==> config.mk <==
export PLATFORM = sky130hd
export DESIGN_NAME = prog_loader_flat
export DESIGN_NICKNAME = d
export VERILOG_FILES = /design/src/rtl/prog_loader_pkg.sv /design/src/rtl/prog_loader_if.sv /design/src/rtl/prog_loader_timeout.sv /design/src/rtl/prog_loader.sv /design/src/flat_wrapper.sv
export SDC_FILE = /design/constraint.sdc
export NUM_CORES = 1
export LEC_CHECK = 0
export BUFFER_PORTS_ARGS = -buffer_cell sky130_fd_sc_hd__buf_2
export CAP_MARGIN = 20
export CORE_MARGIN = 2
export CORE_UTILIZATION = 53
export DETAILED_ROUTE_END_ITERATION = 16
export PLACE_DENSITY = 0.86
export SLEW_MARGIN = 30
export SYNTH_ARGS = -nofsm -noshare
export SYNTH_HDL_FRONTEND = slang
export SYNTH_SLANG_ARGS = --single-unit
==> constraint.sdc <==
create_clock -name clk -period 2.5 [get_ports clk]
set_input_delay 0.5 -clock clk [delete_from_list [all_inputs] [get_ports clk]]
set_output_delay 0.5 -clock clk [all_outputs]
set_load 0.005 [all_outputs]
==> src/rtl/prog_loader_pkg.sv <==
// prog_loader_pkg: shared types and constants for the program loader.
//   ld_state_t        - loader FSM state encoding
//   LD_HDR_DEFAULT    - default frame header byte
//   LD_TIMEOUT_DEFAULT- default inter-byte idle limit (cycles)
//   word_count()      - maps the LEN byte to a word count (0 means 256)
package prog_loader_pkg;

    typedef enum logic [2:0] {
        IDLE  = 3'd0,
        LEN   = 3'd1,
        HI    = 3'd2,
        LO    = 3'd3,
        CSUM  = 3'd4,
        ERROR = 3'd5
    } ld_state_t;

    localparam logic [7:0]  LD_HDR_DEFAULT     = 8'hA5;
    localparam int unsigned LD_TIMEOUT_DEFAULT = 50000;

    function automatic logic [8:0] word_count(input logic [7:0] len);
        return (len == 8'd0) ? 9'd256 : {1'b0, len};
    endfunction

endpackage

==> src/rtl/prog_loader_if.sv <==
// prog_loader_if: byte-stream input and program-memory write port of the loader.
//   rx_valid / rx_data / rx_ready - incoming byte handshake (byte taken when valid && ready)
//   pm_we / pm_addr / pm_wdata    - program memory write strobe, address and {hi, lo} word
// modport slave  : the loader (consumes bytes, drives the write port)
// modport master : the environment (byte source, memory side)
interface prog_loader_if;

    logic        rx_valid;
    logic [7:0]  rx_data;
    logic        rx_ready;
    logic        pm_we;
    logic [7:0]  pm_addr;
    logic [15:0] pm_wdata;

    modport slave (
        input  rx_valid,
        input  rx_data,
        output rx_ready,
        output pm_we,
        output pm_addr,
        output pm_wdata
    );

    modport master (
        output rx_valid,
        output rx_data,
        input  rx_ready,
        input  pm_we,
        input  pm_addr,
        input  pm_wdata
    );

endinterface

==> src/rtl/prog_loader_timeout.sv <==
// loader_timeout: inter-byte idle watchdog for the loader.
//   clk, rst_n - clock, asynchronous active-low reset
//   load       - reloads the counter (a byte was accepted)
//   run        - counting enabled (FSM is inside a frame)
//   expired    - high in the cycle that completes TIMEOUT idle cycles
// Down-counter reloaded with TIMEOUT; expiry is flagged on the terminal count of 1
// so that the FSM leaves the frame on the TIMEOUT-th idle clock edge.
// TIMEOUT = 0 disables expiry entirely.
module loader_timeout #(
    parameter int unsigned TIMEOUT = 50000,
    parameter int unsigned TO_W    = 16
) (
    input  logic clk,
    input  logic rst_n,
    input  logic load,
    input  logic run,
    output logic expired
);

    localparam logic [TO_W-1:0] TC_LOAD = TO_W'(TIMEOUT);
    localparam logic [TO_W-1:0] TC_ONE  = {{(TO_W-1){1'b0}}, 1'b1};
    localparam logic            TO_EN   = (TIMEOUT != 0);

    logic [TO_W-1:0] cnt;

    always_ff @(posedge clk or negedge rst_n) begin
        if (!rst_n) begin
            cnt <= TC_LOAD;
        end else if (load || !run) begin
            cnt <= TC_LOAD;
        end else if (cnt != '0) begin
            cnt <= cnt - TC_ONE;
        end
    end

    assign expired = TO_EN && run && !load && (cnt == TC_ONE);

endmodule

==> src/rtl/prog_loader.sv <==
// prog_loader: writer side of program memory. Receives a framed byte stream
// (HDR, LEN, LEN x {HI, LO}[, CSUM]) and writes 16-bit words into prog_mem
// while holding the CPU core in reset.
//   clk       - clock
//   rst       - asynchronous reset, active-low
//   bus       - prog_loader_if.slave: rx_valid/rx_data/rx_ready in, pm_we/pm_addr/pm_wdata out
//   clr       - one-cycle pulse, leaves ERROR
//   cpu_hold  - keep the core in reset while a frame is in progress or failed
//   done      - sticky: last frame loaded OK
//   error     - sticky: frame failed (until clr)
// Build option: define PROG_LOADER_CSUM_EN to expect a trailing checksum byte.
//
// state | meaning
// IDLE  | waiting for HDR, other bytes discarded
// LEN   | next byte is the word count (0 = 256)
// HI    | next byte is the high byte of a word
// LO    | next byte is the low byte; word written the following cycle
// CSUM  | next byte is the checksum (checksum builds only)
// ERROR | frame failed; bytes discarded until clr
module prog_loader
    import prog_loader_pkg::*;
#(
    parameter logic [7:0]  HDR     = LD_HDR_DEFAULT,
    parameter int unsigned TIMEOUT = LD_TIMEOUT_DEFAULT,
    parameter int unsigned TO_W    = 16
) (
    input  logic              clk,
    input  logic              rst,
    prog_loader_if.slave      bus,
    input  logic              clr,
    output logic              cpu_hold,
    output logic              done,
    output logic              error
);

    ld_state_t   state;
    logic [8:0]  words_left;
    logic [7:0]  addr;
    logic [7:0]  hi_byte;
    logic [7:0]  csum;
    logic [7:0]  csum_next;
    logic        accept;
    logic        in_frame;
    logic        to_expire;

    // Writes go to memory without back-pressure, so the input is always open.
    assign bus.rx_ready = 1'b1;
    assign accept       = bus.rx_valid && bus.rx_ready;
    assign in_frame     = (state == LEN) || (state == HI) || (state == LO) || (state == CSUM);
    assign csum_next    = csum + bus.rx_data;

    loader_timeout #(
        .TIMEOUT (TIMEOUT),
        .TO_W    (TO_W)
    ) u_timeout (
        .clk     (clk),
        .rst_n   (rst),
        .load    (accept),
        .run     (in_frame),
        .expired (to_expire)
    );

    always_ff @(posedge clk or negedge rst) begin
        if (!rst) begin
            state        <= IDLE;
            words_left   <= '0;
            addr         <= '0;
            hi_byte      <= '0;
            csum         <= '0;
            bus.pm_we    <= 1'b0;
            bus.pm_addr  <= '0;
            bus.pm_wdata <= '0;
            cpu_hold     <= 1'b0;
            done         <= 1'b0;
            error        <= 1'b0;
        end else begin
            bus.pm_we <= 1'b0;
            unique case (state)
                IDLE: begin
                    if (accept && (bus.rx_data == HDR)) begin
                        cpu_hold <= 1'b1;
                        done     <= 1'b0;
                        addr     <= '0;
                        csum     <= '0;
                        state    <= LEN;
                    end
                end
                LEN: begin
                    if (accept) begin
                        words_left <= word_count(bus.rx_data);
                        csum       <= bus.rx_data;
                        state      <= HI;
                    end else if (to_expire) begin
                        error <= 1'b1;
                        state <= ERROR;
                    end
                end
                HI: begin
                    if (accept) begin
                        hi_byte <= bus.rx_data;
                        csum    <= csum_next;
                        state   <= LO;
                    end else if (to_expire) begin
                        error <= 1'b1;
                        state <= ERROR;
                    end
                end
                LO: begin
                    if (accept) begin
                        bus.pm_we    <= 1'b1;
                        bus.pm_addr  <= addr;
                        bus.pm_wdata <= {hi_byte, bus.rx_data};
                        addr         <= addr + 8'd1;
                        csum         <= csum_next;
                        words_left   <= words_left - 9'd1;
                        if (words_left == 9'd1) begin
`ifdef PROG_LOADER_CSUM_EN
                            state <= CSUM;
`else
                            // Hold drops together with the last write strobe.
                            cpu_hold <= 1'b0;
                            done     <= 1'b1;
                            state    <= IDLE;
`endif
                        end else begin
                            state <= HI;
                        end
                    end else if (to_expire) begin
                        error <= 1'b1;
                        state <= ERROR;
                    end
                end
                CSUM: begin
                    if (accept) begin
                        // Words are already in memory; only the status reflects the check.
                        if (csum_next == 8'd0) begin
                            cpu_hold <= 1'b0;
                            done     <= 1'b1;
                            state    <= IDLE;
                        end else begin
                            error <= 1'b1;
                            state <= ERROR;
                        end
                    end else if (to_expire) begin
                        error <= 1'b1;
                        state <= ERROR;
                    end
                end
                ERROR: begin
                    // clr wins over any byte arriving in the same cycle.
                    if (clr) begin
                        error    <= 1'b0;
                        cpu_hold <= 1'b0;
                        state    <= IDLE;
                    end
                end
                default: begin
                    state <= IDLE;
                end
            endcase
        end
    end

endmodule

==> src/flat_wrapper.sv <==
// flat-port wrapper written by rule: the top's interface ports become plain ports
module prog_loader_flat import prog_loader_pkg::*;
#(
    parameter logic [7:0]  HDR     = LD_HDR_DEFAULT,
    parameter int unsigned TIMEOUT = LD_TIMEOUT_DEFAULT,
    parameter int unsigned TO_W    = 16
)
  (clk, rst, clr, cpu_hold, done, error, bus_rx_valid, bus_rx_data, bus_rx_ready, bus_pm_we, bus_pm_addr, bus_pm_wdata);
  prog_loader_if bus_i ();
  input  logic clk;
  input  logic rst;
  input  logic clr;
  output logic cpu_hold;
  output logic done;
  output logic error;
  input wire logic [$bits(bus_i.rx_valid)-1:0] bus_rx_valid;
  input wire logic [$bits(bus_i.rx_data)-1:0] bus_rx_data;
  output wire logic [$bits(bus_i.rx_ready)-1:0] bus_rx_ready;
  output wire logic [$bits(bus_i.pm_we)-1:0] bus_pm_we;
  output wire logic [$bits(bus_i.pm_addr)-1:0] bus_pm_addr;
  output wire logic [$bits(bus_i.pm_wdata)-1:0] bus_pm_wdata;
  assign bus_i.rx_valid = bus_rx_valid;
  assign bus_i.rx_data = bus_rx_data;
  assign bus_rx_ready = bus_i.rx_ready;
  assign bus_pm_we = bus_i.pm_we;
  assign bus_pm_addr = bus_i.pm_addr;
  assign bus_pm_wdata = bus_i.pm_wdata;
  prog_loader #(.HDR(HDR), .TIMEOUT(TIMEOUT), .TO_W(TO_W)) u_core (.clk(clk), .rst(rst), .bus(bus_i), .clr(clr), .cpu_hold(cpu_hold), .done(done), .error(error));
endmodule
==> results of run 1 <==
[layer usage]
| metal | GRT usage [%] | part of all wire [%] |
|---|---|---|
| met1 | 29.6 | 43 |
| met5 | 0 | 0 |
| met3 | 5.61 | 5.7 |
| met4 | 8.46 | 2.0 |
| met2 | 39.7 | 49 |
[cells in the final DEF (no fill, tap or decap), drive strengths merged, types with 3 or more instances in the layout]
| cell type | Yosys | routed |
|---|---|---|
| nand2 | 98 | 98 |
| nor4 | 8 | 8 |
| o31ai | 3 | 3 |
| a22oi | 10 | 10 |
| dfrtp | 74 | 74 |
| nand3 | 15 | 15 |
| mux2 | 9 | 9 |
| bufinv | 0 | 3 |
| a211oi | 5 | 5 |
| or4 | 3 | 3 |
| clkbuf | 17 | 10 |
| o21ai | 21 | 21 |
| nand4 | 3 | 3 |
| nor2b | 3 | 3 |
| dfstp | 6 | 6 |
| xnor2 | 10 | 10 |
| nand2b | 3 | 3 |
| xor2 | 14 | 14 |
| ha | 13 | 13 |
| nor3 | 8 | 8 |
| and3 | 4 | 4 |
| a21oi | 29 | 29 |
| nor2 | 49 | 49 |
| inv | 7 | 8 |
| buf | 5 | 62 |
[report_power, final]
part | total (uW) | leakage, uW | switching [uW] | internal, uW
Sequential | 2080 | 0.000993 | 340 | 1740
Combinational | 2260 | 0.00115 | 1280 | 980
Clock | 1190 | 0.000123 | 495 | 696
Total | 5530 | 0.00227 | 2120 | 3410
[through the flow]
stage               instance area (sq um)  setup slack (ns)
detailed placement                   4540            -0.202
global placement                     4540            -0.141
finish                               4830            0.0458
CTS                                  4790            0.0214
floorplan                            4160            0.0236
global route                         4830           -0.0727
[cell families after synthesis]
logic type,synth area share [%]
AO/OA/AOI/OAI,12.7
XOR/XNOR,5.08
adder cells (fa/ha/maj),4.41
buffers and inverters,2.99
flip-flops,48.5
multiplexers,2.45
other,0.0906
AND/OR/NAND/NOR,23.7
[worst min path at each step]
stage / endpoint / slack (ns) / depth (start not counted)
detailed placement: u_core.bus.pm_wdata[9] / 0.45 / 2
floorplan: u_core.addr[0] / 0.20 / 0
global placement: u_core.bus.pm_wdata[8] / 0.45 / 2
CTS: u_core.csum[4] / 0.09 / 1
finish: u_core.csum[4] / 0.07 / 1
global route: u_core.csum[4] / 0.10 / 1
[cell usage after synthesis, types with 5 or more instances]
| cell type | n | share of area, % |
|---|---|---|
| nor2_1 | 49 | 4.4 |
| a211oi_1 | 5 | 0.91 |
| clkbuf_1 | 16 | 1.5 |
| a22oi_1 | 10 | 1.8 |
| a21oi_1 | 29 | 3.5 |
| dfrtp_1 | 74 | 45 |
| nand3_1 | 14 | 1.7 |
| xor2_1 | 14 | 3.0 |
| nand2_1 | 98 | 8.9 |
| dfstp_2 | 6 | 3.8 |
| xnor2_1 | 10 | 2.1 |
| inv_1 | 7 | 0.63 |
| o21ai_0 | 21 | 2.5 |
| mux2_2 | 9 | 2.4 |
| nor3_1 | 7 | 0.85 |
| ha_1 | 13 | 3.9 |
[flip-flops by register name (all words and copies together) (netlist names)]
register / cells
u_core.error: 1
u_core.cpu_hold: 1
u_core.words_left: 9
u_core.bus.pm_we: 1
u_core.bus.pm_wdata: 16
u_core.csum: 8
u_core.addr: 8
u_core.bus.pm_addr: 8
u_core.state: 3
u_core.u_timeout.cnt: 16
u_core.done: 1
u_core.hi_byte: 8
[repair_timing]
action / 4_1_cts / 5_1_grt
gates resized for setup: 0 / 2
buffers inserted: 0 / 4
endpoints found under the setup margin: 0 / 5
[worst register-to-register path, stage by stage (launching register included)]
cell and delay, ns:
dfrtp_1 0.39, ha_2 0.19, fa_2 0.35, a211oi_2 0.26, nor2_1 0.09, xor2_1 0.16, or4_4 0.51, nor4_4 0.23
o211ai_1 0.14
[cell type report]
cell class | instances | area, sq um
multi-input cells | 341 | 2030
repair buffers | 62 | 383
flip-flops and latches | 80 | 2010
clock inverters | 6 | 115
well taps | 102 | 128
fillers | 612 | 2820
clock buffers | 10 | 138
inverters | 7 | 26.3
==> results.ini, run 1 <==
[clock_network]
clkTransAtPathRegs_ns = 0.09
clock-sinks = 80
postCtsHoldBufs = 0
cts_tree = done
clk_latency_ns = 0.36
cts_htree_levels = 3
cts_buffer_depth = 2
clock-root-buffer = clkbuf_8
cts_inserted_buffers = 9

[timing]
holdWs_ns = 0.0727
setup_viol = 0
tightest_slew_ns = 0.592
fmax_ghz = 0.407
hold_violations = 0
rsz0062_at_grt = yes
fin_crit_sh_pct = 98.2
finalCriticalPeriod_ns = 2.45
timing.clock.skew_ns = 0.00986
finalMaxSlewViolations = 0
tns_ns = 0
slew_headroom_pct = 60.4

[worst_setup_path]
crit_family = simple AND/OR/NAND/NOR gates
critPathKind = flip-flop to flip-flop
cp-start-kind = flip-flop
slowest_stage = or4_4
r2r_slack_ns = 0.05
rr_startpoint = u_core.csum[0]
crit_chain = ha_2 -> fa_2 -> a211oi_2 -> nor2_1 -> xor2_1 -> or4_4 -> nor4_4 -> o211ai_1
crit_start = u_core.csum[0]
required_ns = 2.73
cp_max_fo = 4
cp_slowest_stage_delay_ns = 0.51
path_depth = 8
critPathCaptureType = flip-flop
r2r_end = u_core.error
r2r_cells = 8
worstPathBufferInverterCount = 0
crit_end = u_core.error
crit_arrival_ns = 2.69

[routing]
num_vias = 3526
ant_nets = 0
dr.pass1.iters = 5
routed_wirelength_um = 9280
drcViolationCount = 0
via_per_inst = 5.80
drt_iter0_markers = 160
wire_per_inst_um = 15.3

[cells_and_area]
final_layout_size_suffix_gt1_share_pct = 21.5
layout.nets = 527
insertedDiodeCount = 0
syn_to_final_growth_pct = 16.6
stdcell_count = 608
final_util_pct = 63.1

[synth]
yosysSeqAreaShare_pct = 48.5
ys.flop_type = dfrtp_1
async_flop_share_pct = 100
synthCells = 450
synth_edf_count = 0
synth.avg_cell_area_sq_um = 9.20
netlist_area_sq_um = 4140
yosysUniqueCellTypes = 58
mappedNetlistNets = 476
ys_warn_count = 0
synth-seq-cells = 80

[outcome]
outcome = finished clean

[place]
hpwl_um = 6510
portBuffers = 39
place.gp.congestion = 0.910
dpl.cell_count = 588

[worst_hold_path]
hold_class = primary input to async pin

[power]
finalPower_uw = 5530
power.leakage_uw = 0.00227
vdd_drop_max_mv = 0.488
p_per_area_nw_per_um2 = 1150

[global_route]
overflow = 0
grt_max_degree = 48
grt_pass1_vias = 3533
grt_pass1_wl_um = 16000
grt_antenna_before_repair = 0
grt_usage_pct = 23.5

[die]
die_h_um = 92.4
die_w_um = 92.4
dieArea_sq_um = 8530
initial_core_util_pct = 54.1
io_pins = 41
core-area_sq_um = 7650
rows = 32

[job]
cap_violations = 0

No activity file was read; power rests on OpenSTA's default activity.
==> run 2, diff against run 1 <==
--- a/config.mk
+++ b/config.mk
@@ -8,9 +8,9 @@
 export BUFFER_PORTS_ARGS = -buffer_cell sky130_fd_sc_hd__buf_2
 export CAP_MARGIN = 20
 export CORE_MARGIN = 2
-export CORE_UTILIZATION = 53
+export CORE_UTILIZATION = 58
 export DETAILED_ROUTE_END_ITERATION = 16
-export PLACE_DENSITY = 0.86
+export PLACE_DENSITY = 0.88
 export SLEW_MARGIN = 30
 export SYNTH_ARGS = -nofsm -noshare
 export SYNTH_HDL_FRONTEND = slang
==> constraint.sdc (replaced) <==
create_clock -name clk -period 3.17 [get_ports clk]
set_input_delay 0.634 -clock clk [delete_from_list [all_inputs] [get_ports clk]]
set_output_delay 0.634 -clock clk [all_outputs]
set_load 0.005 [all_outputs]
==> run 2 against run 1 <==
Sequential cell count unchanged. Non-clock buffer count decreased by 16. Hold slack improved by 0.20 ns. Clock-buffer cell count unchanged. Largest power group is now registers. Total power decreased by 27%. Sequential power decreased by 19%. Combinational power decreased by 28%. Cell area decreased by 4.6%.
==> results.ini, run 2 (synthesized netlist as in run 1, its figures left out) <==
[worst_setup_path]
cp_slowest_stage_delay_ns = 0.53  ; +0.02 ns
slowest_stage = or4_1
critPathKind = primary input to flip-flop
crit_arrival_ns = 3.07  ; +0.38 ns
crit_family = simple AND/OR/NAND/NOR gates
worstPathBufferInverterCount = 1  ; +1
cp-start-kind = primary input
r2r_cells = 8  ; unchanged
required_ns = 3.39  ; +0.66 ns
crit_chain = buf_2 -> ha_1 -> fa_1 -> a211oi_1 -> nor2_1 -> xor2_1 -> or4_1 -> nor4_2 -> o211ai_1
path_depth = 9  ; +1
critPathCaptureType = flip-flop
cp_max_fo = 4  ; unchanged

[die]
core-area_sq_um = 6830  ; -11%
die_w_um = 88.5  ; -4.2%
dieArea_sq_um = 7830  ; -8.3%
rows = 30  ; -6.3%
die_h_um = 88.5  ; -4.2%
io_pins = 41  ; unchanged
initial_core_util_pct = 60.6  ; +6.5 points

[clock_network]
cts_resized = 0  ; unchanged
clock-sinks = 80  ; unchanged
clock-root-buffer = clkbuf_8
post_cts_buffers = 0  ; unchanged
cts_tree = done
clk_latency_ns = 0.36  ; about the same
cts_buffer_depth = 2  ; unchanged
cts_inserted_buffers = 9  ; unchanged
clkTransAtPathRegs_ns = 0.08  ; about the same
cts_htree_levels = 3  ; unchanged
postCtsHoldBufs = 0  ; unchanged

[power]
power.leakage_uw = 0.00215  ; -5.2%
p_per_area_nw_per_um2 = 872  ; -24%
vdd_drop_max_mv = 0.269  ; -45%

[global_route]
grt_usage_pct = 25.5  ; +2.0 points
grt_pass1_wl_um = 15400  ; -3.7%
overflow = 0  ; unchanged
grt_antenna_before_repair = 0  ; unchanged
grt_max_degree = 81  ; +69%
grt_pass1_vias = 3258  ; -7.8%

[routing]
drt_iter0_markers = 361  ; +130%
drcViolationCount = 0  ; unchanged
via_per_inst = 5.74  ; -1.0%
ant_nets = 0  ; unchanged
routed_wirelength_um = 9190  ; -0.99%
wire_per_inst_um = 15.7  ; +2.7%
num_vias = 3363  ; -4.6%
dr.pass1.iters = 5  ; unchanged

[cells_and_area]
final_util_pct = 67.4  ; +4.3 points
syn_to_final_growth_pct = 11.2
fillers = 540  ; -12%
largest_registers = u_core.bus.pm_wdata x16, u_core.u_timeout.cnt x16, u_core.words_left x9
finish.instance_area_sq_um = 4600  ; -4.6%
layout_common_cells = 98 x nand2_1, 74 x dfrtp_1, 49 x nor2_1
insertedDiodeCount = 0  ; unchanged
final_layout_size_suffix_gt1_share_pct = 18.2  ; -3.4 points
layout.cells.most_common = nand2_1
layout.nets = 511  ; -3.0%

[place]
portBuffers = 39  ; unchanged
place.gp.congestion = 0.935  ; +2.8%
dpl_cell_area_sq_um = 4410  ; -2.9%
hpwl_um = 6370  ; -2.2%

[timing]
slew_headroom_pct = 53.5  ; -6.9 points
setup_viol = 0  ; unchanged
tightest_slew_ns = 0.698  ; +0.105 ns
fmax_ghz = 0.350
finalCriticalPeriod_ns = 2.86
timing.clock.skew_ns = 0.0166  ; +0.00670 ns
rsz0062_at_grt = no
finalMaxSlewViolations = 0  ; unchanged
tns_ns = 0  ; unchanged
hold_violations = 0  ; unchanged
fin_crit_sh_pct = 90.1

[job]
cap_violations = 0  ; unchanged

[worst_hold_path]
hold_class = primary input to async pin

[outcome]
outcome = finished clean

==> run 2: cell types whose count changed in the layout (fill, tap and decap cells not counted), sizes merged <==
cell / delta
buf: -16
bufinv: -3
clkinv: +1
clkinvlp: +1
inv: +1
==> run 2: final cells by class <==
type                       instances  area (sq um)  area share, %
sequential                        80          2010           43.7
multi-input combinational        341          2010           43.6
timing repair buffer              46           254           5.52
clock buffer                      10           138           2.99
tap                               96           120           2.61
clock inverter                     6          50.0           1.09
inverter                           7          26.3          0.571
==> run 2: worst paths after layout <==
kind	endpoint	start	slack (ns)
max in group asynchronous	u_core.hi_byte[4]	rst	2.39
worst max register to register	u_core.error	u_core.csum[0]	0.33
worst min register to register	u_core.bus.pm_wdata[8]	u_core.hi_byte[0]	0.47
worst max-delay path	u_core.error	bus_rx_data[0]	0.31
worst min-delay path	u_core.csum[5]	rst	0.27
min in group clk	u_core.bus.pm_wdata[8]	u_core.hi_byte[0]	0.47
==> run 2: power by group <==
part | leakage (uW) | switching (uW) | internal [uW]
clock | 0.0000895 | 398 | 314
combinational | 0.00107 | 938 | 681
sequential | 0.000993 | 314 | 1370
==> run 2: metal layers <==
layer | global-route usage, % | vias up | share of wire (%)
met5 | 0 | - | 0
met4 | 7.85 | 0 | 1.7
met3 | 5.04 | 17 | 5.1
met2 | 41.3 | 104 | 48
met1 | 35.0 | 1621 | 45
li1 | - | 1621 | -
==> run 2: stage by stage <==
stage	total power, uW	setup slack [ns]	std cells	hold slack (ns)
6_report	4020	0.315	586	0.271
5_1_grt	4340	0.106	586	0.366
4_1_cts	4010	0.350	586	0.477
3_5_place_dp	3290	-0.0000620	570	0.457
3_3_place_gp	3190	0.0785	570	0.448
2_1_floorplan	2810	0.388	450	0.338
==> run 2: worst reg2reg max path: cells and delay by family (launching register included) <==
kind                       cells  cell delay (ns)
AOI/OAI and AO/OA              2             0.55
DFF                            1             0.39
adders and majority gates      2             0.65
and+or+nand+nor                3             0.97
xor gates and xnor gates       1             0.16
